**config.mk**
```make
export PLATFORM = sky130hd
export DESIGN_NAME = fir_decim_fifo
export DESIGN_NICKNAME = d
export VERILOG_FILES = /design/src/rtl/fir_decim_fifo.sv
export SDC_FILE = /design/constraint.sdc
export NUM_CORES = 1
export LEC_CHECK = 0
export ABC_CLOCK_PERIOD_IN_PS = 3200
export CAP_MARGIN = 10
export CORE_AREA = 2 2 129 131
export CTS_BUF_LIST = sky130_fd_sc_hd__clkbuf_4 sky130_fd_sc_hd__clkbuf_8
export DETAILED_ROUTE_END_ITERATION = 8
export DIE_AREA = 0 0 131 133
export PLACE_DENSITY = 0.75
export SKIP_LAST_GASP = 1
export SLEW_MARGIN = 20
export SYNTH_ARGS = -nofsm -noshare
export SYNTH_HDL_FRONTEND = slang
export SYNTH_SLANG_ARGS = --single-unit
```
**constraint.sdc**
```tcl
create_clock -name clk -period 3.2 [get_ports clk]
set_input_delay 0.48 -clock clk [delete_from_list [all_inputs] [get_ports clk]]
set_output_delay 0.48 -clock clk [all_outputs]
set_load 0.1 [all_outputs]
```
**src/rtl/fir_decim_fifo.sv**
```systemverilog
// fir_decim_fifo: drops the FIR fill transient after reset, boxcar-averages
// groups of DECIM samples with round-half-up, and queues the averages in a
// small circular FIFO behind a valid/ready handshake.
module fir_decim_fifo #(
  parameter int DECIM      = 4,
  parameter int FIFO_DEPTH = 8,
  parameter int WARMUP     = 23
) (
  input  logic                          clk,
  input  logic                          rst,
  input  logic signed [15:0]            y_in,
  output logic signed [15:0]            m_data,
  output logic                          m_valid,
  input  logic                          m_ready,
  output logic [$clog2(FIFO_DEPTH):0]   level,
  output logic                          overflow
);

  localparam int LD = $clog2(DECIM);
  localparam int AW = 16 + LD;
  localparam int PW = $clog2(FIFO_DEPTH);
  localparam int WW = $clog2(WARMUP + 1) + 1;

  typedef enum logic {WARM, RUN} state_t;

  state_t            state_reg, state_next;
  logic [WW-1:0]     warm_cnt_reg, warm_cnt_next;
  logic [LD-1:0]     phase_reg;
  logic signed [AW-1:0] acc_reg;

  logic signed [15:0] mem [FIFO_DEPTH];
  logic [PW-1:0]     wr_ptr_reg, rd_ptr_reg;
  logic [PW:0]       count_reg;
  logic              overflow_reg;

  // Sign-extended operands; one spare bit keeps the rounding sum exact.
  logic signed [AW:0] y_ext, acc_ext, round_sum;
  logic signed [15:0] result;
  logic               last_phase, push, pop, full, wr_en;
  logic               unused_bits;

  assign y_ext       = {{(AW + 1 - 16){y_in[15]}}, y_in};
  assign acc_ext     = {acc_reg[AW-1], acc_reg};
  assign round_sum   = acc_ext + y_ext + (AW + 1)'(DECIM / 2);
  assign result      = round_sum[LD+15:LD];
  assign unused_bits = ^{round_sum[AW], round_sum[LD-1:0]};

  assign last_phase = (phase_reg == LD'(DECIM - 1));
  assign push       = (state_reg == RUN) && last_phase;
  assign full       = (count_reg == (PW + 1)'(FIFO_DEPTH));
  assign pop        = m_valid && m_ready;
  // A full FIFO still accepts a push when the head leaves on the same edge.
  assign wr_en      = push && (!full || pop);

  assign m_valid  = (count_reg != '0);
  assign level    = count_reg;
  assign overflow = overflow_reg;
  assign m_data   = m_valid ? mem[rd_ptr_reg] : '0;

  // State and warm-up counter registers.
  always_ff @(posedge clk) begin
    if (rst) begin
      state_reg    <= (WARMUP == 0) ? RUN : WARM;
      warm_cnt_reg <= '0;
    end else begin
      state_reg    <= state_next;
      warm_cnt_reg <= warm_cnt_next;
    end
  end

  // Warm-up sequencing: count discarded samples, then stay in RUN until reset.
  always_comb begin
    state_next    = state_reg;
    warm_cnt_next = warm_cnt_reg;
    if (state_reg == WARM) begin
      warm_cnt_next = warm_cnt_reg + WW'(1);
      if (warm_cnt_reg == WW'(WARMUP - 1)) state_next = RUN;
    end
  end

  // Phase counter and boxcar accumulator; phase 0 restarts the sum.
  always_ff @(posedge clk) begin
    if (rst) begin
      phase_reg <= '0;
      acc_reg   <= '0;
    end else if (state_reg == RUN) begin
      phase_reg <= phase_reg + LD'(1);
      acc_reg   <= (phase_reg == '0) ? y_ext[AW-1:0] : acc_reg + y_ext[AW-1:0];
    end
  end

  // FIFO storage write; left unreset so it maps onto RAM.
  always_ff @(posedge clk) begin
    if (wr_en && !rst) mem[wr_ptr_reg] <= result;
  end

  // FIFO pointers, occupancy and sticky overflow flag.
  always_ff @(posedge clk) begin
    if (rst) begin
      wr_ptr_reg   <= '0;
      rd_ptr_reg   <= '0;
      count_reg    <= '0;
      overflow_reg <= 1'b0;
    end else begin
      if (wr_en) wr_ptr_reg <= wr_ptr_reg + PW'(1);
      if (pop)   rd_ptr_reg <= rd_ptr_reg + PW'(1);
      case ({wr_en, pop})
        2'b10:   count_reg <= count_reg + (PW + 1)'(1);
        2'b01:   count_reg <= count_reg - (PW + 1)'(1);
        default: count_reg <= count_reg;
      endcase
      if (push && full && !pop) overflow_reg <= 1'b1;
    end
  end

endmodule

```
==> flow_summary.ini, run 1 <==
[detailed_routing]
drt_first_pass_iters = 4
detail_route.drc_violations = 0
post_drt_wl_per_cell_um = 18.10
routed_wirelength_mm = 17.82
detail_route.iter0.violations = 330
vias_after_detailed_routing = 5488
drt.antenna.violating_nets = 0
via_per_inst = 5.572

[final_layout]
area.growth.synth_to_final_pct = 19.84
largest_register_ffs = 128
final_nets = 831
final_cell_mix = edfxtp_1 (128), nor2_1 (74), buf_4 (69)
drive_above_1_share_pct = 24.44
antennaDiodeCount = 0
layout_commonest_cell = edfxtp_1
fillers = 1194

[setup_path]
cp.buffers_inverters = 5
crit_path_cell_trace = clkdlybuf4s50_1 > inv_1 > ha_1 > inv_1 > ha_1 > inv_1 > fa_1 > nor2_1 > o311a_1 > o21a_1 > buf_4 > xor2_1
path_max_fanout = 8
crit_path_start_kind = input pin
cp_data_arrival_time_ns = 3.24
setup.worst_path.class = in -> reg
crit_path_max_incr_delay_ns = 0.48
worst-endpoint-required_ns = 3.38
cp_top_family = adder cells
critical-path-top-cell-by-count = inv_1
critical_path.slowest_cell = clkdlybuf4s50_1
worstSetupEndpointType = register

[timing]
skew_ns = 0.01253
report.final.setup_viol = 0
finalSetupTns_ns = 0
timing_max_transition_violations_final = 0
final.min_clock_period_ns = 3.056
clock.fmax_mhz = 327.3
rsz0062_at_grt = false
report.final.hold_viol_count = 0
tightestPinTransition_ns = 0.9711
finalCritPeriodShare_pct = 95.49
worst_max_slew_margin_expressed_relative_to_the_limit_pct = 35.26

[global_route]
global_route.overflow_total = 0
number_of_global_route_vias_before_repair = 5517
grt_usage_pct = 21.65
grt_start_max_net_pins = 47
number_of_antenna_violations_at_the_first_check_in_global_routing = 0
wire_length_of_the_first_global_routing_pass_mm = 28.38

[floorplanning]
floorplan.die_area_mm2 = 0.01742
ioPinCount = 41
number_of_rows_created_at_floorplan = 47
die_w_um = 131
chipHeight_um = 133
floorplan.initialDensity_pct = 53.48
coreArea_mm2 = 0.01617

[power_and_ir_drop]
p_clk_share_pct = 35.7
netSwitchingPower_w = 0.0008541
p_leak_nw = 3.756
total_power_w = 0.004019
power.combinational.fraction_pct = 5.6
max-vdd-ir-drop_mv = 0.2410
powerDensity_mw_per_mm2 = 387.8
switching_share_pct = 21.25
internal_power_w = 0.003165
fraction_of_power_consumed_by_sequential_logic_pct = 58.8

[clocking]
clkSlewWorstSetupHoldPaths_ns = 0.08
cts.path.max_buffers = 2
cts_setup_buffers = 0
cts_made_buffers = 17
clock_tree_root = clkbuf_8
cts.sink_count = 169
htree_levels = 4
cts_tree = yes
clk-insertion-delay-late_ns = 0.46

[status]
result_of_the_run = completed

[job]
max_cap_violations = 0

[yosys]
ys_ff_latch = 169
netlist_area_mm2 = 0.008648
syn_avg_cell_area_um2 = 13.24
dominant_cells_by_area_after_synthesis = edfxtp_1 (44%), dfxtp_1 (9.5%), mux4_2 (8.3%)
synth_cell_type_count = 61
ys_async_sr_fraction_pct = 0
syn-num-nets = 732
synthDominantCellAreaShare_pct = 44.44
synth_top_flop_cell = edfxtp_1
syn_inst = 653
yosys.area.top_type = edfxtp_1
yosysWarningCount = 0
seq_area_frac_synth_pct = 53.94
synth_edf_count = 128

[placed_design]
gp_congestion = 0.8666
dp_hpwl_mm = 12.62
numPortBuffers = 40

[hold_path]
hold_path.class = reg -> reg
[area by class of cell]
type	count	area [µm²]	area share (%)
clock inverters	6	68.82	0.6640
multi-input cells	420	3841	37.06
flip-flops and latches	169	4678	45.14
inverters	40	153.9	1.485
well taps	220	275.3	2.656
repair buffers	104	1039	10.02
clock buffers	26	307.8	2.970
[stage by stage]
stage	hold slack (ns)	instance area (µm²)	util [%]	setup WS (ns)	instances
after floorplan	0.4646	8718	-	-0.02837	653
final	0.4763	10360	64.09	0.1443	985
after global placement	0.4606	9920	61.34	-0.3228	953
after detailed placement	0.4589	9920	61.34	-0.4819	953
after CTS	0.4779	10300	63.67	0.007785	985
after global routing	0.4971	10360	64.09	0.01478	985
[metal layers]
metal	wire length, µm	share of wire (%)	track usage [%]
met3	882	4.9	3.841
met1	7760	44	29.40
met4	283	1.6	6.501
met2	8898	50	35.72
met5	0	0	0
[power groups by stage]
stage | Sequential (W) | Combinational (W) | Clock (W)
after floorplan | 0.00241 | 0.000113 | 0
after global placement | 0.00241 | 0.000207 | 0
after detailed placement | 0.00241 | 0.000216 | 0
after CTS | 0.00236 | 0.000217 | 0.00147
after global routing | 0.00236 | 0.000246 | 0.00152
final | 0.00236 | 0.000223 | 0.00143
[kinds of logic after synthesis]
group / Yosys count / share of synthesized area (%)
AO/OA/AOI/OAI: 103 / 8.652
XOR/XNOR: 40 / 4.051
adder cells (fa/ha/maj): 60 / 10.07
buffers and inverters: 64 / 3.255
flip-flops: 169 / 53.94
multiplexers: 58 / 11.36
AND/OR/NAND/NOR: 159 / 8.681
[repair_timing]
action	in CTS	in global routing
hold buffers	0	0
setup endpoints to repair	0	48
resized for setup	0	9
[final timing paths]
path / start / end / slack (ns) / cells past startpoint
max: y_in[1] / mem[2][7] / 0.14 / 12
min: overflow / overflow / 0.48 / 2
max reg2reg: acc_reg[1] / mem[2][7] / 0.30 / 11
min reg2reg: overflow / overflow / 0.48 / 2
[worst register-to-register path: stages, from the launching register on]
cell and delay (ns):
dfxtp_1 0.36, inv_1 0.05, ha_1 0.28, inv_1 0.07, ha_1 0.17, inv_1 0.06
fa_1 0.40, nor2_1 0.15, o311a_1 0.19, o21a_1 0.26, buf_4 0.15, xor2_1 0.47
[cells in the mapped netlist (3+ instances only)]
cell type  number
edfxtp_1      128
nor2_1         74
ha_1           44
dfxtp_1        41
inv_1          40
nand2_1        36
mux4_2         32
mux2i_1        25
xnor2_1        24
a21oi_1        22
fa_1           16
xor2_1         16
clkbuf_1       15
o21ai_0        15
a211oi_1       10
a21o_1          7
a31oi_1         7
nand3_1         6
nor2b_1         6
nor3_1          6
nand2b_1        5
nor3b_1         5
o21bai_1        5
o21ba_2         4
a211oi_2        3
a41oi_1         3
and3_1          3
buf_2           3
clkbuf_8        3
nand4_1         3
nor4_1          3
o211a_1         3
o211ai_1        3
o21a_1          3
Power figures use the tool's default switching activity.
==> run 2: changes to the inputs <==
==> constraint.sdc (replaced) <==
create_clock -name clk -period 3.2 [get_ports clk]
set_input_delay 0.64 -clock clk [delete_from_list [all_inputs] [get_ports clk]]
set_output_delay 0.64 -clock clk [all_outputs]
set_load 0.1 [all_outputs]
==> run 2 against run 1 <==
Effect of this change: critical path depth is 1 higher; critical path type unchanged; clock skew is 0.0033 ns higher; non-clock buffer count is 18 higher; fmax is 0.33% higher.
==> flow_summary.ini, run 2 (synthesis gave the netlist of run 1 again) <==
[power_and_ir_drop]
powerDensity_mw_per_mm2 = 395.1
p_leak_nw = 3.878
max-vdd-ir-drop_mv = 0.2389
total_power_w = 0.004182

[floorplanning]
floorplan.die_area_mm2 = 0.01742
ioPinCount = 41
chipHeight_um = 133
coreArea_mm2 = 0.01617
floorplan.initialDensity_pct = 53.48
number_of_rows_created_at_floorplan = 47
die_w_um = 131

[placed_design]
numPortBuffers = 40
placement.cell_area_mm2 = 0.01005
pre_cts_slack_ns = -0.6422
dpl.cell_count = 970
gp_congestion = 0.9197
dp_hpwl_mm = 12.44

[timing]
tightestPinTransition_ns = 0.6933
timing_max_transition_violations_final = 0
report.final.hold_viol_count = 0
worst_max_slew_margin_expressed_relative_to_the_limit_pct = 53.78
clock.fmax_mhz = 328.4
skew_ns = 0.01584
report.final.setup_viol = 0
final.min_clock_period_ns = 3.046
min_setup_slack_post_route_ns = 0.1545
hold-worst-slack_ns = 0.4965
finalCritPeriodShare_pct = 95.17

[setup_path]
critical_path.reg2reg.startpoint = acc_reg[1]
worst_setup_path_startpoint = y_in[1]
worstSetupEndpointType = register
worst-endpoint-required_ns = 3.41
crit_path_start_kind = input pin
cp_data_arrival_time_ns = 3.25
path_max_fanout = 8
setup.worst_path.class = in -> reg

[final_layout]
layout_commonest_cell = edfxtp_1
layout.cell_area.non_filler_mm2 = 0.01059
final_cell_mix = edfxtp_1 (128), buf_4 (87), nor2_1 (73)
drive_above_1_share_pct = 27.20
fillers = 1127
antennaDiodeCount = 0
area.growth.synth_to_final_pct = 22.41
fin_cells = 1003
final_nets = 849
multi_input_area_mm2 = 0.003885
largest_register_ffs = 128
final-seq-area_mm2 = 0.004678

[global_route]
number_of_global_route_vias_before_repair = 5796
global_route.overflow_total = 0
grt_usage_pct = 22.16
wire_length_of_the_first_global_routing_pass_mm = 29.39
grt_start_max_net_pins = 47
number_of_antenna_violations_at_the_first_check_in_global_routing = 0

[detailed_routing]
via_per_inst = 5.522
detail_route.iter0.violations = 285
post_drt_wl_per_cell_um = 17.76
drt.antenna.violating_nets = 0
detail_route.drc_violations = 0
vias_after_detailed_routing = 5539
drt_first_pass_iters = 6
routed_wirelength_mm = 17.81

[hold_path]
worst_hold_startpoint = overflow
hold_path.class = reg -> reg

[clocking]
clk-insertion-delay-late_ns = 0.48
cts_made_buffers = 17
clkSlewWorstSetupHoldPaths_ns = 0.10
cts_tree = yes
cts.sink_count = 169
clock_tree_root = clkbuf_8
holdBufCountCts = 0
cts.path.max_buffers = 2
htree_levels = 4

[status]
result_of_the_run = completed

[job]
max_cap_violations = 0
## run 2: cell types whose count changed in the layout (fill, tap and decap cells not counted), sizes merged
cell      change
buf          +18
bufinv        +1
clkbuf        -9
clkinv        +1
clkinvlp      +2
inv           +5
## run 2: final cells by class
type	count	area share, %
Inverter	40	1.454
Timing Repair Buffer	122	11.09
Multi-Input combinational cell	420	36.70
Clock buffer	17	2.210
Tap cell	220	2.600
Clock inverter	15	1.761
Sequential cell	169	44.19
## run 2: worst paths after layout
path | end | slack (ns) | cells past startpoint
max reg2reg | mem[6][15] | 0.44 | 12
min reg2reg | overflow | 0.50 | 2
max | mem[6][15] | 0.15 | 13
min | overflow | 0.50 | 2
## run 2: repair_timing
action,in CTS,in global routing
endpoints found under the hold margin,0,0
setup buffers,1,0
gates resized for setup,3,14
pin swaps,1,2
endpoints found under the setup margin,24,80
## run 2: routing by layer
layer	global-route usage [%]	routed length, µm	share of wire (%)
met5	0	0	0
met2	36.18	8939	50
met4	7.388	291	1.6
met3	4.205	616	3.5
met1	29.89	7964	45
## run 2: worst max-delay path, cell delays in order
cell and delay (ns):
clkdlybuf4s50_1 0.48, inv_1 0.05, ha_1 0.31, inv_1 0.07, ha_1 0.16, inv_1 0.06, fa_1 0.42, nor2_2 0.13
o311a_1 0.19, o21a_2 0.20, nand3_1 0.10, a31o_2 0.25, xnor2_4 0.18
## run 2: where the power goes
part	leakage, nW	total [W]	switching (W)	internal (W)
Clock	0.205	0.00158	0.000857	0.000726
Combinational	2.19	0.000238	0.000130	0.000108
Sequential	1.48	0.00236	0.00000331	0.00236
Total	3.88	0.00418	0.000990	0.00319
## run 2: metrics by stage
step	utilization (%)	TNS, ns
2_1_floorplan	-	-0.02837
3_3_place_gp	62.13	-29.40
3_5_place_dp	62.13	-41.50
4_1_cts	64.91	0
5_1_grt	65.46	-0.2198
6_report	65.46	0
==> run 3: changes to the inputs <==
- HOLD_SLACK_MARGIN: not set -> 0.03
- REMOVE_ABC_BUFFERS: not set -> 1
==> run 3 against run 2 <==
Effect of this change: sequential power is essentially flat; fmax decreased by 1.4%; critical path depth shrank 5; largest cell class unchanged.
==> flow_summary.ini, run 3 (synthesis gave the netlist of run 1 again) <==
[status]
result_of_the_run = completed

[global_route]
global_route.overflow_total = 0
number_of_antenna_violations_at_the_first_check_in_global_routing = 0
grt_start_max_net_pins = 47
wire_length_of_the_first_global_routing_pass_mm = 28.14
number_of_global_route_vias_before_repair = 5544
grt_usage_pct = 21.34

[hold_path]
hold_end = overflow
hold_path.class = reg -> reg
min_delay_path_depth = 2
worst_hold_startpoint = overflow

[placed_design]
numPortBuffers = 40
dp_hpwl_mm = 12.30
gp_congestion = 0.8347
placement.cell_area_mm2 = 0.009952
pre_cts_slack_ns = -0.6079

[final_layout]
final_nets = 845
largest_register_ffs = 128
fillers = 1202
multi_input_area_mm2 = 0.003801
drive_above_1_share_pct = 24.42
final_cell_mix = edfxtp_1 (128), buf_4 (83), nor2_1 (73)
area.growth.synth_to_final_pct = 20.02
layout.core_utilization_pct = 64.19
final-seq-area_mm2 = 0.004666
antennaDiodeCount = 0
layout.cell_area.non_filler_mm2 = 0.01038
layout_commonest_cell = edfxtp_1

[setup_path]
crit_path_start_kind = input pin
critical_path.reg2reg.startpoint = acc_reg[6]
crit_path_cell_trace = clkdlybuf4s50_1 > ha_1 > fa_1 > a2111oi_0 > o21ai_0 > nand4_1 > nand2_1 > xnor2_1
cp.buffers_inverters = 1
setup.worst_path.class = in -> reg
cp_top_family = adder cells
worstReg2RegEnd = mem[0][10]
crit_path_max_incr_delay_ns = 0.56
worstSetupEndpointType = register
cp_data_arrival_time_ns = 3.24
path_max_fanout = 8
critical_path.slowest_cell = xnor2_1
reg2reg_slack_ns = 0.41
worst-endpoint-required_ns = 3.35
r2r_cells = 7

[detailed_routing]
drt.antenna.violating_nets = 0
vias_after_detailed_routing = 5421
detail_route.iter0.violations = 316
post_drt_wl_per_cell_um = 17.16
via_per_inst = 5.432
detail_route.drc_violations = 0
drt_first_pass_iters = 4
routed_wirelength_mm = 17.13

[clocking]
holdBufCountCts = 0
clock_tree_root = clkbuf_8
clk-insertion-delay-late_ns = 0.46
cts.sink_count = 169
clkSlewWorstSetupHoldPaths_ns = 0.09
cts_tree = yes
htree_levels = 4
cts.path.max_buffers = 2
cts_made_buffers = 17

[timing]
hold-worst-slack_ns = 0.4863
clock.fmax_mhz = 323.7
skew_ns = 0.01958
report.final.hold_viol_count = 0
tightestPinTransition_ns = 0.7084
worst_max_slew_margin_expressed_relative_to_the_limit_pct = 52.71
min_setup_slack_post_route_ns = 0.1107
finalCritPeriodShare_pct = 96.54
rsz0062_at_grt = false
timing_max_transition_violations_final = 0
report.final.setup_viol = 0
final.min_clock_period_ns = 3.089

[floorplanning]
ioPinCount = 41
coreArea_mm2 = 0.01617
floorplan.initialDensity_pct = 53.48
die_w_um = 131
chipHeight_um = 133
floorplan.die_area_mm2 = 0.01742
number_of_rows_created_at_floorplan = 47

[power_and_ir_drop]
switching_share_pct = 22.08
fraction_of_power_consumed_by_sequential_logic_pct = 60.2
p_clk_share_pct = 34.1
p_leak_nw = 3.817
internal_power_w = 0.003062
max-vdd-ir-drop_mv = 0.1858
netSwitchingPower_w = 0.0008678
powerDensity_mw_per_mm2 = 378.6
power.combinational.fraction_pct = 5.7

[job]
max_cap_violations = 0
-- run 3: changes by cell type in the layout (fill, tap and decap cells not counted), moves of 2 or more --
cell / previous run / this run
dfxtp_4: 3 / 0
dfxtp_1: 36 / 40
clkinv_1: 0 / 5
inv_8: 5 / 0
ha_4: 2 / 0
buf_4: 87 / 83
xnor2_2: 5 / 3
xnor2_1: 18 / 20
-- run 3: metrics by stage --
stage                     instances  power, W  TNS (ns)
final                           998  0.003930         0
after global routing            998  0.004084         0
after CTS                       998  0.003962         0
after detailed placement        966  0.002632    -34.08
after global placement          966  0.002620    -23.24
after floorplan                 629  0.002518    -33.27
-- run 3: worst max path at each step --
stage	from	to	slack, ns	cells past startpoint
2_1_floorplan	level[0]	mem[0][0]	-0.69	4
3_3_place_gp	y_in[1]	mem[0][15]	-0.44	13
3_5_place_dp	y_in[1]	mem[0][15]	-0.61	13
4_1_cts	y_in[1]	mem[1][15]	0.05	13
5_1_grt	y_in[6]	mem[0][10]	0.03	8
6_report	y_in[6]	mem[0][10]	0.11	8
-- run 3: layout make-up --
class                   count  area share, %
flip-flops and latches    169          44.95
multi-input cells         420          36.62
repair buffers            118          11.04
well taps                 220          2.652
clock buffers              17          2.254
inverters                  40          1.446
clock inverters            14          1.037
-- run 3: metal layers --
layer | track usage (%) | vias up | wire length, µm
met5 | 0 | - | 0
met3 | 3.841 | 23 | 656
met4 | 6.974 | 0 | 295
met2 | 35.81 | 113 | 8861
li1 | - | 2633 | -
met1 | 28.14 | 2652 | 7313
-- run 3: what timing repair did --
item	CTS	global route
endpoints found under the setup margin	32	63
resized for setup	3	10
buffers inserted	1	0
pin swaps	1	5
-- run 3: power groups by stage --
stage	Clock (W)	Sequential, W	Combinational, W
3_3_place_gp	0	0.00241	0.000205
3_5_place_dp	0	0.00242	0.000216
4_1_cts	0.00138	0.00236	0.000220
6_report	0.00134	0.00236	0.000224
5_1_grt	0.00147	0.00237	0.000249
2_1_floorplan	0	0.00241	0.000104
-- run 3: worst min-delay path: stages (launching register included) --
cell     delay, ns
dfxtp_1       0.34
a31oi_1       0.04
nor2_1        0.08
